### src/rtl/eyeriss_pe_pkg.sv
// Shared PE definitions: datapath widths, filter spad geometry and the
// filter scratch-pad controller state encoding.
package eyeriss_pe_pkg;

  localparam int DATA_W           = 16;
  localparam int FILT_SPAD_DEPTH  = 224;
  localparam int FILT_SPAD_ADDR_W = 8;

  typedef enum logic [1:0] {
    FILT_IDLE   = 2'd0,
    FILT_LOAD   = 2'd1,
    FILT_STREAM = 2'd2,
    FILT_DONE   = 2'd3
  } filt_state_e;

endpackage

### src/rtl/wrap_counter.sv
// Pointer counter with synchronous load, enable, and wrap to zero after
// reaching a runtime limit; `wrap` flags that the current value is the limit.
module wrap_counter #(
  parameter int W = 8
) (
  input  logic         clk,
  input  logic         rst_n,
  input  logic         ld,
  input  logic [W-1:0] ld_val,
  input  logic         en,
  input  logic [W-1:0] limit,
  output logic [W-1:0] cnt,
  output logic         wrap
);

  assign wrap = (cnt == limit);

  always_ff @(posedge clk or negedge rst_n) begin
    if (!rst_n)   cnt <= '0;
    else if (ld)  cnt <= ld_val;
    else if (en)  cnt <= wrap ? '0 : cnt + W'(1);
  end

endmodule

### src/rtl/filter_spad_ctrl.sv
// Filter scratch-pad controller: loads a filter from the input stream and
// replays it to the MAC num_reps times. Optional FILT_ZERO_GATE_EN builds out_zero.
import eyeriss_pe_pkg::*;

module filter_spad_ctrl #(
  parameter int DATA_W = eyeriss_pe_pkg::DATA_W,
  parameter int ADDR_W = eyeriss_pe_pkg::FILT_SPAD_ADDR_W,
  parameter int DEPTH  = eyeriss_pe_pkg::FILT_SPAD_DEPTH
) (
  input  logic              clk,
  input  logic              rst_n,
  input  logic              start,
  input  logic              reload,
  input  logic [ADDR_W-1:0] filt_len,
  input  logic [7:0]        num_reps,
  input  logic [DATA_W-1:0] in_data,
  input  logic              in_valid,
  output logic              in_ready,
  output logic [DATA_W-1:0] out_data,
  output logic              out_valid,
  input  logic              out_ready,
  output logic              out_last,
  output logic              out_zero,
  output logic              busy,
  output logic              done,
  output logic [ADDR_W-1:0] spad_addr,
  output logic              spad_we,
  output logic [DATA_W-1:0] spad_wdata,
  input  logic [DATA_W-1:0] spad_rdata
);

  filt_state_e state_q, state_d;

  logic [ADDR_W-1:0] len_q, len_m1, len_sat, wr_ptr, rd_ptr;
  logic [7:0]        reps_q, rep_cnt;
  logic              cmd_go, wr_en, rd_en, wr_last, rd_last;

  assign cmd_go  = start && (state_q == FILT_IDLE);
  assign len_sat = (filt_len > ADDR_W'(DEPTH)) ? ADDR_W'(DEPTH) : filt_len;
  assign len_m1  = len_q - ADDR_W'(1);
  assign wr_en   = (state_q == FILT_LOAD) && in_valid;
  assign rd_en   = (state_q == FILT_STREAM) && out_ready;

  // Both pointers restart at zero on every accepted command.
  wrap_counter #(.W(ADDR_W)) u_wr_ptr (
    .clk    (clk),
    .rst_n  (rst_n),
    .ld     (cmd_go),
    .ld_val ('0),
    .en     (wr_en),
    .limit  (len_m1),
    .cnt    (wr_ptr),
    .wrap   (wr_last)
  );

  wrap_counter #(.W(ADDR_W)) u_rd_ptr (
    .clk    (clk),
    .rst_n  (rst_n),
    .ld     (cmd_go),
    .ld_val ('0),
    .en     (rd_en),
    .limit  (len_m1),
    .cnt    (rd_ptr),
    .wrap   (rd_last)
  );

  always_ff @(posedge clk or negedge rst_n) begin
    if (!rst_n) begin
      state_q <= FILT_IDLE;
      len_q   <= '0;
      reps_q  <= '0;
      rep_cnt <= '0;
    end else begin
      state_q <= state_d;
      if (cmd_go) begin
        len_q  <= len_sat;
        reps_q <= num_reps;
      end
      if (state_q == FILT_DONE)    rep_cnt <= '0;
      else if (rd_en && rd_last)   rep_cnt <= rep_cnt + 8'd1;
    end
  end

  // Spad controls are combinational off posedge state so a write issued in
  // a cycle lands at that cycle's negedge.
  always_comb begin
    state_d    = state_q;
    in_ready   = 1'b0;
    out_valid  = 1'b0;
    out_last   = 1'b0;
    busy       = (state_q != FILT_IDLE);
    done       = 1'b0;
    spad_addr  = '0;
    spad_we    = 1'b0;
    spad_wdata = '0;
    unique case (state_q)
      FILT_IDLE: begin
        if (start) begin
          if (len_sat == '0 || num_reps == 8'd0) state_d = FILT_DONE;
          else if (reload)                       state_d = FILT_LOAD;
          else                                   state_d = FILT_STREAM;
        end
      end
      FILT_LOAD: begin
        in_ready   = 1'b1;
        spad_addr  = wr_ptr;
        spad_wdata = in_data;
        spad_we    = in_valid;
        if (wr_en && wr_last) state_d = FILT_STREAM;
      end
      FILT_STREAM: begin
        spad_addr = rd_ptr;
        out_valid = 1'b1;
        out_last  = rd_last;
        if (rd_en && rd_last && rep_cnt == reps_q - 8'd1) state_d = FILT_DONE;
      end
      FILT_DONE: begin
        done    = 1'b1;
        state_d = FILT_IDLE;
      end
    endcase
  end

  assign out_data = spad_rdata;

`ifdef FILT_ZERO_GATE_EN
  assign out_zero = out_valid && (out_data == '0);
`else
  assign out_zero = 1'b0;
`endif

endmodule

### config.mk
export PLATFORM = sky130hd
export DESIGN_NAME = filter_spad_ctrl
export DESIGN_NICKNAME = d
export VERILOG_FILES = /design/src/rtl/eyeriss_pe_pkg.sv /design/src/rtl/wrap_counter.sv /design/src/rtl/filter_spad_ctrl.sv
export SDC_FILE = /design/constraint.sdc
export NUM_CORES = 1
export LEC_CHECK = 0
export ABC_AREA = 1
export ABC_CLOCK_PERIOD_IN_PS = 2490
export BUFFER_PORTS_ARGS = -buffer_cell sky130_fd_sc_hd__buf_2
export CAP_MARGIN = 5
export CORE_AREA = 4 4 91 93
export CTS_BUF_LIST = sky130_fd_sc_hd__clkbuf_4 sky130_fd_sc_hd__clkbuf_8
export DETAILED_ROUTE_END_ITERATION = 10
export DIE_AREA = 0 0 95 97
export GPL_TIMING_DRIVEN = 0
export PLACE_DENSITY = 0.7
export SYNTH_ARGS = -nofsm -noshare
export SYNTH_HDL_FRONTEND = slang
export SYNTH_SLANG_ARGS = --single-unit
### constraint.sdc
create_clock -name clk -period 2.49 [get_ports clk]
set_input_delay 0 -clock clk [delete_from_list [all_inputs] [get_ports clk]]
set_output_delay 0 -clock clk [all_outputs]
set_load 0.03 [all_outputs]
==> metrics.md <==
| Metric | Value |
|---|---|
| Outcome | `finished clean` |
| Routed wire length | `8.90 mm` |
| CTS tree | `done` |
| Crit. End Element | `register` |
| Synth area leaders | `dfrtp_1 32%, nand2_1 14%, nand3_1 8.4%` |
| HP Start | `filt_len[5]` |
| Top delay family on crit path | `simple AND/OR/NAND/NOR gates` |
| Top Ports | `101` |
| Crit-path max cell delay | `~0.45 ns` |
| Slew margin rel. | `35.1%` |
| Fill cells | `731` |
| Crit path launch type | `register` |
| Top_reg_cell synth | `dfrtp_1` |
| RSZ-0062 raised after global routing | `false` |
| Synth Net Count | `529` |
| Chip width | `approximately 95 um` |
| Sequential-to-total area share from yosys stat | `32.2%` |
| Vias post-DR | `3309` |
| DRT iter0 DRCs | `between 100 and 150` |
| Pin count of the biggest net entering global routing | `43` |
| Slew Limit Fails | `0` |
| N_diodes | `0` |
| CP max FO | `8` |
| Setup TNS | `0 ns` |
| H-Tree Level Count | `2` |
| Synth area leader | `dfrtp_1` |
| Fin. Hold Viols | `0` |
| Synthesis warning total | `0` |
| Maximum vdd ir drop | `487 uV` |
| Layout Nets | `approximately 640` |
| DR vias/cell | `4.90` |
| Wire per inst | `13.2 um` |
| Tmin final | `around 2.2 ns` |
| Syn-to-layout area delta | `26.2%` |
| FFs w/ async S/R, synth | `between 90% and 100%` |
| Post-Syn Instances | `~470` |
| Die H | `between 90 and 100 um` |
| Commonest cells in the netlist | `122 x nand2_1, 68 x inv_1, 55 x nand3_1` |
| WS Path Type | `reg2reg` |
| CP required | `2.69 ns` |
| Share of layout cells above drive strength 1 | `22.3%` |
| Flops & latches, synth | `42` |
| Gpl congestion | `0.944` |
| Worst setup path start | `len_q[0]$_DFFE_PN0P_` |
| Maxcap violations | `0` |
| Initial antenna violation count | `0` |
| Die area | `slightly above 9000 um^2` |
| Post-synth top area share | `32.2%` |
| EDFF count, synth | `0` |
| Clock transition at the registers of the reported paths | `0.09 ns` |
| Vias in the first global route | `roughly 3200` |
| CP dominant cell by count | `nand2_1` |
| Clock Sinks | `42` |
| Min Hold Slack | `around 0.014 ns` |
| Num CTS Buffers | `5` |
| Crit path arrival time | `~2.5 ns` |
| Yosys cell types | `33` |
| CP Buf/Inv Count | `2` |
| Total global routing overflow | `0` |
| CP max stage cell | `dfrtp_2` |
| CTS root buf | `clkbuf_8` |
| PwrDens | `985 nW/um^2` |
| Starting Density | `43.3%` |
| PortBufs | `83` |
| Most common cell in the netlist | `nand2_1` |
| Max Clock Freq | `446 MHz` |
| Post-route DRC violation count | `0` |
| Clock skew | `0.00396 ns` |
| Setup-failing EPs final | `0` |
| Antenna viol nets, final | `0` |
| Post-DP HPWL | `6.97 mm` |
| Reg2reg start | `len_q[0]$_DFFE_PN0P_` |
| Area of the core | `7530 um^2` |
| Global Route Usage Sum | `19.9%` |
| Hold Path Class | `in2reg` |
| Worst-Skew Late Latency | `0.31 ns` |
| Leak | `2.23 nW` |
| Num rows | `32` |
| Final Cycle Share | `90.0%` |
| Slew of the pin with the lowest slew margin | `0.973 ns` |
| CP Cell Sequence | `inv_2, ha_1, buf_2, nand3_1, nand2_1, nand2_1, nand2_1, nand2_1, nor2_1, nand4_1, a21oi_1, nand2_1, nand2_1, nand2_1` |
| Bufs on Longest Clock Path | `2` |
| First-pass GRT wire length | `between 10 and 15 mm` |
| Syn avg cell area | `roughly 7 um^2` |
| Cell Area, Synth | `3260 um^2` |
| DR pass1 iterations | `4` |
[repair_timing]
action | 4_1_cts | 5_1_grt
setup buffers | 0 | 0
resized for setup | 0 | 3
setup endpoints to repair | 0 | 3
hold buffers | 16 | 0
endpoints found under the hold margin | 57 | 0
[cell usage in the layout (no fill, tap or decap), drive strengths merged]
cell type    Yosys  layout
a21oi           12      12
and3b            1       1
buf             18     101
bufinv           0       2
clkbuf           9      15
conb             1       1
dfrtp           42      42
dlygate4sd3      0      16
ha               9       9
inv             72      72
nand2          124     124
nand3           57      57
nand4           14      14
nor2            27      27
nor3            11      11
nor3b            1       1
nor4             3       3
o211ai           1       1
o21a             1       1
o21ai           24      24
o22ai           12      12
xnor2            5       5
xnor3            2       2
xor2            20      20
[sequential cells by signal, summed over array words and instances, names as in the netlist]
signal        flops
u_wr_ptr.cnt      8
rep_cnt           8
len_q             8
u_rd_ptr.cnt      8
reps_q            8
state_q           2
[final cells by class]
class | count | area (um^2) | area share (%)
sequential | 42 | 1050 | 25.6
multi-input combinational | 325 | 1780 | 43.2
timing repair buffer | 99 | 578 | 14.0
buffer | 27 | 166 | 4.04
tap | 102 | 128 | 3.10
clock buffer | 6 | 82.6 | 2.01
clock inverter | 2 | 60.1 | 1.46
inverter | 72 | 270 | 6.57
[where the power goes]
| group | switching [W] | total [W] | internal (W) |
|---|---|---|---|
| registers | 0.000199 | 0.00105 | 0.000855 |
| logic | 0.00154 | 0.00231 | 0.000769 |
| clock network | 0.000259 | 0.000687 | 0.000428 |
[layer usage]
layer	GRT usage (%)	vias up	wire length, um
li1	-	1704	-
met1	24.3	1509	3830
met2	35.8	88	4450
met3	3.11	8	529
met4	5.11	0	90
met5	0	-	0
[final timing paths]
kind	slack, ns	cells after the start	end
max in group asynchronous	1.44	2	len_q[0]$_DFFE_PN0P_
worst max-delay path	0.25	14	state_q[1]$_DFFE_PN0P_
worst min-delay path	0.01	3	len_q[5]$_DFFE_PN0P_
min in group asynchronous	0.39	2	u_wr_ptr.cnt[1]$_DFFE_PN0P_
worst min register to register	0.54	2	reps_q[7]$_DFFE_PN0P_
worst max register to register	0.25	14	state_q[1]$_DFFE_PN0P_
[cells by family after synthesis]
kind of cell | count (synthesis) | synth area share, %
AO/OA/AOI/OAI | 50 | 8.29
other | 1 | 0.115
AND/OR/NAND/NOR | 238 | 34.4
XOR/XNOR | 27 | 8.09
buffers and inverters | 99 | 13.4
adder cells (fa/ha/maj) | 9 | 3.45
flip-flops | 42 | 32.2
[worst min-delay path: stages]
cell and delay, ns:
buf_2 0.10, inv_1 0.08, o21ai_0 0.09
[stage by stage]
step                setup slack [ns]  power (W)  cell area, um^2  instances  util (%)
CTS                           0.0597    0.00406             4110        675      54.6
global route                  0.0298    0.00442             4120        675      54.7
finish                         0.249    0.00405             4120        675      54.7
floorplan                      0.392    0.00280             3260        466         -
global placement               0.253    0.00329             3800        651      50.5
detailed placement             0.220    0.00334             3800        651      50.5
(Power assumes the default switching activity.)
